[config.mk]
export PLATFORM = sky130hd
export DESIGN_NAME = seq_alu_flat
export DESIGN_NICKNAME = d
export VERILOG_FILES = /design/src/rtl/seq_alu_if.sv /design/src/rtl/seq_alu.sv /design/src/flat_wrapper.sv
export SDC_FILE = /design/constraint.sdc
export NUM_CORES = 1
export LEC_CHECK = 0
export ABC_AREA = 1
export CAP_MARGIN = 40
export CORE_ASPECT_RATIO = 1.5
export CORE_UTILIZATION = 25
export CTS_CLUSTER_DIAMETER = 60
export DETAILED_ROUTE_END_ITERATION = 12
export MAX_ROUTING_LAYER = met4
export PLACE_DENSITY_LB_ADDON = 0.25
export SYNTH_ARGS = -nofsm -noshare
export SYNTH_HDL_FRONTEND = slang
export SYNTH_SLANG_ARGS = --single-unit
[constraint.sdc]
create_clock -name clk -period 6.8 [get_ports clk]
set_input_delay 1.36 -clock clk [delete_from_list [all_inputs] [get_ports clk]]
set_output_delay 1.36 -clock clk [all_outputs]
set_load 0.05 [all_outputs]
[src/rtl/seq_alu_if.sv]
// seq_alu_if: operand/result handshake bundle for seq_alu.
// master = issuing stage (register file side), slave = seq_alu.
// Both channels use valid/ready. A transfer happens on a rising edge where
// valid && ready. The sender holds its payload stable while valid && !ready.
interface seq_alu_if #(
  parameter int WIDTH = 8
);
  logic             in_valid;
  logic             in_ready;
  logic [WIDTH-1:0] operand_a;
  logic [WIDTH-1:0] operand_b;
  logic [7:0]       opcode;
  logic             out_valid;
  logic             out_ready;
  logic [WIDTH-1:0] result;
  logic             cb;
  logic [WIDTH-1:0] ext;
  logic             zero;
  logic             busy;

  modport master (
    output in_valid, operand_a, operand_b, opcode, out_ready,
    input  in_ready, out_valid, result, cb, ext, zero, busy
  );

  modport slave (
    input  in_valid, operand_a, operand_b, opcode, out_ready,
    output in_ready, out_valid, result, cb, ext, zero, busy
  );
endinterface

[src/rtl/seq_alu.sv]
// seq_alu: registered WIDTH-bit ALU with a one-slot output register.
// Single-cycle ops complete on the accept edge. MUL runs a WIDTH-step
// shift-add engine. Optional macro ALU_DIV_EN adds a WIDTH-step restoring
// divider on opcode 0100xxxx. Without the macro that opcode is a NOP.
// dbg_state exposes the FSM state (0 idle, 1 mul, 2 div).
module seq_alu #(
  parameter int WIDTH = 8
) (
  input  logic        clk,
  input  logic        rst,
  seq_alu_if.slave    bus,
  output logic [1:0]  dbg_state
);
  localparam int CNT_W = $clog2(WIDTH + 1);

  typedef enum logic [1:0] {
    S_IDLE = 2'd0,
    S_MUL  = 2'd1,
    S_DIV  = 2'd2
  } state_t;

  state_t           state;
  logic [CNT_W-1:0] cnt;
  // Engine registers: MUL {hi,lo} = partial product / multiplier, opnd = multiplicand.
  //                   DIV hi = remainder, lo = quotient/dividend, opnd = divisor.
  logic [WIDTH-1:0] hi;
  logic [WIDTH-1:0] lo;
  logic [WIDTH-1:0] opnd;

  logic             out_valid_q;
  logic [WIDTH-1:0] result_q;
  logic             cb_q;
  logic [WIDTH-1:0] ext_q;
  logic             zero_q;

  logic             in_ready_w;
  logic             accept;
  logic             is_mul;
  logic             is_div;

  logic [WIDTH-1:0] sc_result;
  logic             sc_cb;
  logic [WIDTH-1:0] sc_ext;
  logic [WIDTH:0]   sc_sum;
  logic [WIDTH:0]   sc_diff;

  logic [WIDTH:0]   mul_sum;
  logic [WIDTH-1:0] mul_hi_n;
  logic [WIDTH-1:0] mul_lo_n;

  // A drained output slot frees the block on the same edge, so accepts can
  // run back to back while results are consumed every cycle.
  assign in_ready_w    = (state == S_IDLE) && (!out_valid_q || bus.out_ready);
  assign accept        = bus.in_valid && in_ready_w;
  assign is_mul        = (bus.opcode[7:4] == 4'b0011);
`ifdef ALU_DIV_EN
  assign is_div        = (bus.opcode[7:4] == 4'b0100);
`else
  assign is_div        = 1'b0;
`endif

  assign bus.in_ready  = in_ready_w;
  assign bus.out_valid = out_valid_q;
  assign bus.result    = result_q;
  assign bus.cb        = cb_q;
  assign bus.ext       = ext_q;
  assign bus.zero      = zero_q;
  assign bus.busy      = (state != S_IDLE);
  assign dbg_state     = state;

  // Single-cycle datapath, evaluated on the live operands at the accept edge.
  always_comb begin
    sc_result = bus.operand_a;
    sc_cb     = 1'b0;
    sc_ext    = '0;
    sc_sum    = {1'b0, bus.operand_a} + {1'b0, bus.operand_b};
    sc_diff   = {1'b0, bus.operand_a} - {1'b0, bus.operand_b};
    casez (bus.opcode)
      8'b0001????: begin sc_result = sc_sum[WIDTH-1:0];  sc_cb = sc_sum[WIDTH];  end
      8'b0010????: begin sc_result = sc_diff[WIDTH-1:0]; sc_cb = sc_diff[WIDTH]; end
`ifdef ALU_DIV_EN
      // Only reaches the output for a zero divisor; nonzero goes to the engine.
      8'b0100????: begin sc_result = '1; sc_ext = bus.operand_a; sc_cb = 1'b1; end
`endif
      8'b0101????: sc_result = bus.operand_a & bus.operand_b;
      8'b0110????: sc_result = bus.operand_a ^ bus.operand_b;
      8'b0111????: begin sc_result = '0; sc_cb = sc_diff[WIDTH]; end
      8'b00000001: sc_result = {bus.operand_a[WIDTH-2:0], 1'b0};
      8'b00000010: sc_result = {1'b0, bus.operand_a[WIDTH-1:1]};
      8'b00000011: sc_result = {bus.operand_a[0], bus.operand_a[WIDTH-1:1]};
      8'b00000100: sc_result = {bus.operand_a[WIDTH-2:0], bus.operand_a[WIDTH-1]};
      8'b00000101: sc_result = {bus.operand_a[WIDTH-1], bus.operand_a[WIDTH-1:1]};
      8'b00000110: begin sc_result = sc_sum[WIDTH-1:0] - bus.operand_b + WIDTH'(1); sc_cb = &bus.operand_a; end
      8'b00000111: begin sc_result = bus.operand_a - WIDTH'(1); sc_cb = ~|bus.operand_a; end
      default: ;
    endcase
  end

  // One shift-add multiply step: add multiplicand if multiplier LSB set, shift right.
  always_comb begin
    mul_sum  = {1'b0, hi} + (lo[0] ? {1'b0, opnd} : '0);
    mul_hi_n = mul_sum[WIDTH:1];
    mul_lo_n = {mul_sum[0], lo[WIDTH-1:1]};
  end

`ifdef ALU_DIV_EN
  logic [WIDTH:0]   div_sh;
  logic             div_ge;
  logic [WIDTH-1:0] div_df;
  logic [WIDTH-1:0] div_rem_n;
  logic [WIDTH-1:0] div_quo_n;

  // One restoring-division step: shift in next dividend bit, subtract if it fits.
  always_comb begin
    div_sh    = {hi, lo[WIDTH-1]};
    div_ge    = (div_sh >= {1'b0, opnd});
    div_df    = div_sh[WIDTH-1:0] - opnd;
    div_rem_n = div_ge ? div_df : div_sh[WIDTH-1:0];
    div_quo_n = {lo[WIDTH-2:0], div_ge};
  end
`endif

  // Control FSM, engine registers and the registered output slot.
  always_ff @(posedge clk or posedge rst) begin
    if (rst) begin
      state       <= S_IDLE;
      cnt         <= '0;
      hi          <= '0;
      lo          <= '0;
      opnd        <= '0;
      out_valid_q <= 1'b0;
      result_q    <= '0;
      cb_q        <= 1'b0;
      ext_q       <= '0;
      zero_q      <= 1'b0;
    end else begin
      if (out_valid_q && bus.out_ready) begin
        out_valid_q <= 1'b0;
      end
      case (state)
        S_IDLE: begin
          if (accept) begin
            if (is_mul) begin
              state <= S_MUL;
              cnt   <= CNT_W'(WIDTH);
              hi    <= '0;
              lo    <= bus.operand_b;
              opnd  <= bus.operand_a;
            end else if (is_div && (bus.operand_b != '0)) begin
              state <= S_DIV;
              cnt   <= CNT_W'(WIDTH);
              hi    <= '0;
              lo    <= bus.operand_a;
              opnd  <= bus.operand_b;
            end else begin
              result_q    <= sc_result;
              cb_q        <= sc_cb;
              ext_q       <= sc_ext;
              zero_q      <= (sc_result == '0);
              out_valid_q <= 1'b1;
            end
          end
        end
        S_MUL: begin
          hi  <= mul_hi_n;
          lo  <= mul_lo_n;
          cnt <= cnt - CNT_W'(1);
          if (cnt == CNT_W'(1)) begin
            result_q    <= mul_lo_n;
            ext_q       <= mul_hi_n;
            cb_q        <= 1'b0;
            zero_q      <= (mul_lo_n == '0);
            out_valid_q <= 1'b1;
            state       <= S_IDLE;
          end
        end
`ifdef ALU_DIV_EN
        S_DIV: begin
          hi  <= div_rem_n;
          lo  <= div_quo_n;
          cnt <= cnt - CNT_W'(1);
          if (cnt == CNT_W'(1)) begin
            result_q    <= div_quo_n;
            ext_q       <= div_rem_n;
            cb_q        <= 1'b0;
            zero_q      <= (div_quo_n == '0);
            out_valid_q <= 1'b1;
            state       <= S_IDLE;
          end
        end
`endif
        default: state <= S_IDLE;
      endcase
    end
  end
endmodule

[src/flat_wrapper.sv]
// flat-port wrapper written by rule: the top's interface ports become plain ports
module seq_alu_flat 
#(
  parameter int WIDTH = 8
)
  (clk, rst, dbg_state, bus_in_valid, bus_operand_a, bus_operand_b, bus_opcode, bus_out_ready, bus_in_ready, bus_out_valid, bus_result, bus_cb, bus_ext, bus_zero, bus_busy);
  seq_alu_if #(.WIDTH(WIDTH)) bus_i ();
  input  logic clk;
  input  logic rst;
  output logic [1:0] dbg_state;
  input wire logic [$bits(bus_i.in_valid)-1:0] bus_in_valid;
  input wire logic [$bits(bus_i.operand_a)-1:0] bus_operand_a;
  input wire logic [$bits(bus_i.operand_b)-1:0] bus_operand_b;
  input wire logic [$bits(bus_i.opcode)-1:0] bus_opcode;
  input wire logic [$bits(bus_i.out_ready)-1:0] bus_out_ready;
  output wire logic [$bits(bus_i.in_ready)-1:0] bus_in_ready;
  output wire logic [$bits(bus_i.out_valid)-1:0] bus_out_valid;
  output wire logic [$bits(bus_i.result)-1:0] bus_result;
  output wire logic [$bits(bus_i.cb)-1:0] bus_cb;
  output wire logic [$bits(bus_i.ext)-1:0] bus_ext;
  output wire logic [$bits(bus_i.zero)-1:0] bus_zero;
  output wire logic [$bits(bus_i.busy)-1:0] bus_busy;
  assign bus_i.in_valid = bus_in_valid;
  assign bus_i.operand_a = bus_operand_a;
  assign bus_i.operand_b = bus_operand_b;
  assign bus_i.opcode = bus_opcode;
  assign bus_i.out_ready = bus_out_ready;
  assign bus_in_ready = bus_i.in_ready;
  assign bus_out_valid = bus_i.out_valid;
  assign bus_result = bus_i.result;
  assign bus_cb = bus_i.cb;
  assign bus_ext = bus_i.ext;
  assign bus_zero = bus_i.zero;
  assign bus_busy = bus_i.busy;
  seq_alu #(.WIDTH(WIDTH)) u_core (.clk(clk), .rst(rst), .bus(bus_i), .dbg_state(dbg_state));
endmodule
=== After elaboration in Yosys (flattened, before gate mapping) ===
Index checks and enable logic that the tools add are counted.

* Multiplexer cells: 37
* Add/subtract/negate cells: 7
* Bitwise operators: 2
* Reduce and logical (&&, ||, !) cells: 18
* Eq/ne operators: 19

{| class="wikitable"
|+ Operators by type and width
! operator !! count
|-
| one-hot mux 8 bit (12 select lines) || 1
|-
| two-way mux 8 bit || 11
|-
| one-hot mux 8 bit (2 select lines) || 4
|-
| == test 8 x 3 -> 1 bit (second input constant) || 4
|-
| == test 8 x 2 -> 1 bit (second input constant) || 2
|-
| logical NOT 8 bit || 2
|-
| == test 4 x 3 -> 1 bit (second input constant) || 3
|-
| two-way mux 1 bit || 10
|-
| adder 8 x 8 -> 9 bit || 1
|-
| adder 8 x 9 -> 9 bit || 1
|-
| AND reduction 3 bit || 3
|-
| subtractor 8 x 8 -> 9 bit || 1
|-
| adder 8 x 1 -> 8 bit (second input constant) || 1
|-
| AND 8 bit || 1
|-
| == test 4 x 1 -> 1 bit (second input constant) || 2
|-
| == test 4 x 2 -> 1 bit (second input constant) || 2
|-
| == test 8 x 1 -> 1 bit (second input constant) || 1
|-
| two-way mux 4 bit || 2
|-
| one-hot mux 4 bit (2 select lines) || 1
|-
| AND reduction 8 bit || 1
|-
| OR reduction 8 bit || 1
|-
| subtractor 8 x 1 -> 8 bit (second input constant) || 1
|-
| subtractor 8 bit || 1
|-
| XOR 8 bit || 1
|-
| 15 further kinds || 25
|}

* Input port bits: 28
* Output and inout port bits: 23
* Word-level logic and storage cells: 93
* Bits in registers: 49

=== Depth between registers and ports, before layout ===
* Depth after elaboration: 8
* Gate-level depth with buffers: 26
* Depth with buffers taken out: 25

=== Least setup slack after synthesis ===
OpenSTA, ideal clock, no wires.

* Path type: input port to flip-flop
* From: in bus_operand_b[0]
* To: reg u_core.zero_q, in the netlist u_core.bus.zero
* Arrival time: 3,899 ps
* Path slack: 2,824 ps
* Stages on the path: 18
* Cells stage by stage: ha_1 -> fa_1 -> inv_1 -> ha_1 -> inv_1 -> ha_1 -> fa_1 -> xnor2_1 -> nor2_1 -> nor2_1 -> nand2_1 -> nor2_1 -> nand2_1 -> nor2_1 -> nand3_1 -> nor2_1 -> nand4_1 -> a21oi_1

* Longest elaborated chain between the ends: 8
* Elaborated cells between the ends (all ways): 11

{| class="wikitable"
|+ RTL lines
! element !! line !! RTL
|-
| start, declared || flat_wrapper.sv:13 || <nowiki>input wire logic [$bits(bus_i.operand_b)-1:0] bus_operand_b;</nowiki>
|-
| adder 8 x 8 -> 9 bit || seq_alu.sv:76 || <nowiki>sc_sum = {1'b0, bus.operand_a} + {1'b0, bus.operand_b};</nowiki>
|-
| subtractor 8 bit || seq_alu.sv:93 || <nowiki>8'b00000110: begin sc_result = sc_sum[WIDTH-1:0] - bus.operand_b + WIDTH'(1); sc_cb = &bus.operand_a; end</nowiki>
|-
| adder 8 x 1 -> 8 bit || seq_alu.sv:93 ||
|-
| one-hot mux 8 bit (12 select lines) * || seq_alu.sv:78 || <nowiki>casez (bus.opcode)</nowiki>
|-
| logical NOT 8 bit * || seq_alu.sv:159 || <nowiki>zero_q <= (sc_result == '0);</nowiki>
|-
| two-way mux 1 bit * || seq_alu.sv:143 || <nowiki>if (is_mul) begin</nowiki>
|-
| two-way mux 1 bit * || seq_alu.sv:142 || <nowiki>if (accept) begin</nowiki>
|-
| one-hot mux 1 bit (2 select lines) * || seq_alu.sv:140 || <nowiki>case (state)</nowiki>
|-
| end signal, assigned || seq_alu.sv:159 ||
|-
| end signal, assigned || seq_alu.sv:172 || <nowiki>zero_q <= (mul_lo_n == '0);</nowiki>
|-
| end, declared || seq_alu.sv:34 || <nowiki>logic zero_q;</nowiki>
|}

Mark *: on every way between the ends. The rest lies on a longest branch, timed or not. The select of a mux whose other input is x is not followed.
A chain may end at the register's enable or synchronous reset.

=== Worst setup path after layout ===
* From: in bus_operand_a[5]
* To: reg u_core.result_q[7], in the netlist u_core.bus.result[7]

* Longest elaborated chain between the ends: 7
* Elaborated cells between the ends (all ways): 9

{| class="wikitable"
|+ RTL lines
! element !! line !! RTL
|-
| start, declared || flat_wrapper.sv:12 || <nowiki>input wire logic [$bits(bus_i.operand_a)-1:0] bus_operand_a;</nowiki>
|-
| adder 8 x 8 -> 9 bit || seq_alu.sv:76 ||
|-
| subtractor 8 bit || seq_alu.sv:93 ||
|-
| adder 8 x 1 -> 8 bit || seq_alu.sv:93 ||
|-
| one-hot mux 8 bit (12 select lines) * || seq_alu.sv:78 ||
|-
| two-way mux 8 bit * || seq_alu.sv:143 ||
|-
| two-way mux 8 bit * || seq_alu.sv:142 ||
|-
| one-hot mux 8 bit (2 select lines) * || seq_alu.sv:140 ||
|-
| end signal, assigned || seq_alu.sv:156 || <nowiki>result_q <= sc_result;</nowiki>
|-
| end signal, assigned || seq_alu.sv:169 || <nowiki>result_q <= mul_lo_n;</nowiki>
|-
| end, declared || seq_alu.sv:31 || <nowiki>logic [WIDTH-1:0] result_q;</nowiki>
|}

Marks and branches as above.

==> out/qor.yml <==
syn_area_per_cell_um2: 6.548
grtUsageTotal_pct: 17.14
clk_pin_slew_ns: 0.06
viasPerCell: 4.871
ant_nets: 0
h-tree-depth: 2
area_growth_pct: 18.15
drive_above_1_share_pct: 4.987
synth_common_cells: "184 x nand2_1, 90 x inv_1, 77 x nand3_1"
first_iter_violations: 192
cts_sinks: 48
crit_path_end_kind: "flip-flop"
hold_viol: 0
async_reset_ff_share_pct: 100.0
clk_latency_ns: 0.29
antenna_found_initial: 0
insertedDiodeCount: 0
wl_per_cell_um: 15.76
numPortBuffers: 49
synth_top_area_cell: "dfrtp_1"
first_pass_iters: 5
timing.max_cap.violations: 0
ys.warnings.count: 0
hp-class: "reg -> reg"
cp.required_ns: 6.98
pin_count: 51
grt_pass1_wl_um: 24480
fp.coreArea_mm2: 0.01794
place.detailed.hpwl_um: 12420
vdd_drop_max_uv: 87.30
wl_um: 15110
grt_max_degree: 49
syn_area_mm2: 0.004597
p_per_area_mw_per_mm2: 278.7
ys_types: 44
die_area_mm2: 0.01894
yosysTopAreaCellShare_pct: 26.13
grt_pass1_vias: 4733
die_y_um: 168.1
cts_setup_buffers: 0
cts-resized-gates: 0
rsz0062_at_grt: "false"
globalplace.congestion: 0.9561
worst_pin_slew_ns: 0.7545
arrival_ns: 5.14
setup_viol: 0
worstSetupStartpointType: "input pin"
synth.net_count: 776
yosysSeqAreaShare_pct: 26.13
cts_tree: "done"
status: "finished clean"
fp-row-count: 60
synth-edff-count: 0
grt_overflow: 0
cts_buffers: 5
max_freq_mhz: 201.4
slew_viol_final: 0
drc: 0
yosys-top-cells-area: "dfrtp_1 26%, nand2_1 15%, ha_1 11%"
start_util_pct: 25.62
cp_max_fo: 10
skew_ns: 0.006709
dieWidth_um: 112.7
vias: 4671
cts_root_buf: "clkbuf_16"
slew-limit-headroom_pct: 49.70
cts_hold_buf: 0
setup_tns_ns: 0
yosysMostFrequentCell: "nand2_1"
fin_crit_ns: 4.966
post-route-period-util_pct: 73.03
synth_cells: 702
leakagePower_nw: 2.803
nNetsFinal: 815
synth-seq-cells: 48
worstSetupPathType: "in -> reg"
final_area_mm2: 0.005431
clock_path_buffers: 2
place_area_mm2: 0.005281
ys.flop_type: "dfrtp_1"
==> cells in the final DEF (no fill, tap or decap), types with 2 or more instances in the layout <==
cell type        Yosys  layout
o21ai_1              2       2
o21ai_0             46      46
a21oi_1             25      25
or2_2                5       5
nor3_1               6       6
o211ai_1             8       8
o22ai_1              4       4
inv_2                5       6
dfrtp_1             48      48
clkdlybuf4s50_1      0      49
nand2_2              2       2
nand2_1            184     184
nor2_4               3       3
nand3_2              2       2
ha_1                42      42
nand3_1             77      77
nand4_1             25      25
xnor2_1              2       2
nor2_1              66      66
buf_4                3       4
clkbuf_16            0       5
a31oi_1              8       8
xor2_1               4       4
nor2_2               3       3
fa_1                 4       4
nand2b_1             2       2
and2_1               2       2
inv_1               90      89
nand3b_1             3       3
==> where the power goes <==
| group | internal (mW) | leakage [nW] | switching, mW |
|---|---|---|---|
| clock | 0.147 | 0.0701 | 0.106 |
| sequential | 0.393 | 0.616 | 0.0736 |
| combinational | 0.270 | 2.12 | 0.524 |
| total | 0.810 | 2.80 | 0.704 |
==> registers in the layout, indices dropped and copies added, names as in the netlist <==
| name | cells |
|---|---|
| u_core.bus.cb | 1 |
| u_core.bus.ext | 8 |
| u_core.bus.out_valid | 1 |
| u_core.bus.result | 8 |
| u_core.bus.zero | 1 |
| u_core.cnt | 4 |
| u_core.dbg_state | 1 |
| u_core.hi | 8 |
| u_core.lo | 8 |
| u_core.opnd | 8 |
==> kinds of logic (layout without fill, tap and decap cells) <==
kind of cell | count (synthesis) | count (layout) | synth area share, %
simple gates | 382 | 382 | 36.80
buf+inv | 119 | 159 | 10.42
compound gates | 100 | 100 | 12.25
flops | 48 | 48 | 26.13
fa+ha+maj | 46 | 46 | 13.17
xor+xnor | 6 | 6 | 1.143
other cells | 1 | 1 | 0.08158
==> critical path: stages <==
cell             delay, ns
clkdlybuf4s50_1       0.70
ha_1                  0.58
inv_1                 0.15
a21oi_1               0.22
nand3_1               0.10
nand2_1               0.09
nand2_1               0.11
inv_1                 0.08
ha_1                  0.22
ha_1                  0.35
nand2_1               0.07
inv_1                 0.07
nand3_1               0.12
nand3_1               0.09
nand2_1               0.05
nand2_1               0.07
inv_1                 0.05
nand2_1               0.05
nand2_1               0.04
nand2_1               0.05
nand3_1               0.12
nand2_1               0.13
nand2_1               0.06
a22o_1                0.19
==> metrics by stage <==
| step | hold WS [ns] | total power, mW | worst slack (ns) | instances | util [%] |
|---|---|---|---|---|---|
| floorplan | 0.4534 | 1.024 | 2.824 | 702 | - |
| global placement | 0.4675 | 1.270 | 1.490 | 951 | 29.44 |
| detailed placement | 0.4736 | 1.277 | 1.527 | 951 | 29.44 |
| CTS | 0.4898 | 1.534 | 1.829 | 959 | 30.27 |
| global route | 0.5064 | 1.636 | 1.570 | 959 | 30.27 |
| finish | 0.4819 | 1.514 | 1.834 | 959 | 30.27 |
==> worst paths after layout <==
kind                                           startpoint  slack [ns]  depth (start not counted)                                to
min in group asynchronous                             rst        1.54                          3  u_core.bus.result[4]$_DFFE_PP0P_
worst max-delay path                     bus_operand_a[5]        1.83                         24  u_core.bus.result[7]$_DFFE_PP0P_
max in group asynchronous                             rst        4.83                          3          u_core.hi[1]$_DFFE_PP0P_
worst min-delay path            u_core.bus.cb$_DFFE_PP0P_        0.48                          2         u_core.bus.cb$_DFFE_PP0P_
worst min register to register  u_core.bus.cb$_DFFE_PP0P_        0.48                          2         u_core.bus.cb$_DFFE_PP0P_
worst max register to register   u_core.lo[0]$_DFFE_PP0P_        4.29                         12          u_core.hi[7]$_DFFE_PP0P_
==> layer usage <==
| metal | global-route usage [%] | routed length, µm | vias to the layer above |
|---|---|---|---|
| li1 | - | - | 2381 |
| met1 | 18.08 | 6174 | 2149 |
| met2 | 31.67 | 7881 | 105 |
| met3 | 1.656 | 399 | 36 |
| met4 | 8.290 | 656 | 0 |
| met5 | - | 0 | - |
==> area by class of cell <==
| cell class | instances | area, µm² |
|---|---|---|
| inverters | 98 | 371.6 |
| repair buffers | 53 | 520.5 |
| clock buffers | 7 | 142.6 |
| fillers | 1965 | 12510 |
| clock inverters | 1 | 7.507 |
| flip-flops and latches | 48 | 1201 |
| well taps | 217 | 271.5 |
| multi-input cells | 535 | 2917 |
No activity file was read; power rests on OpenSTA's default activity.
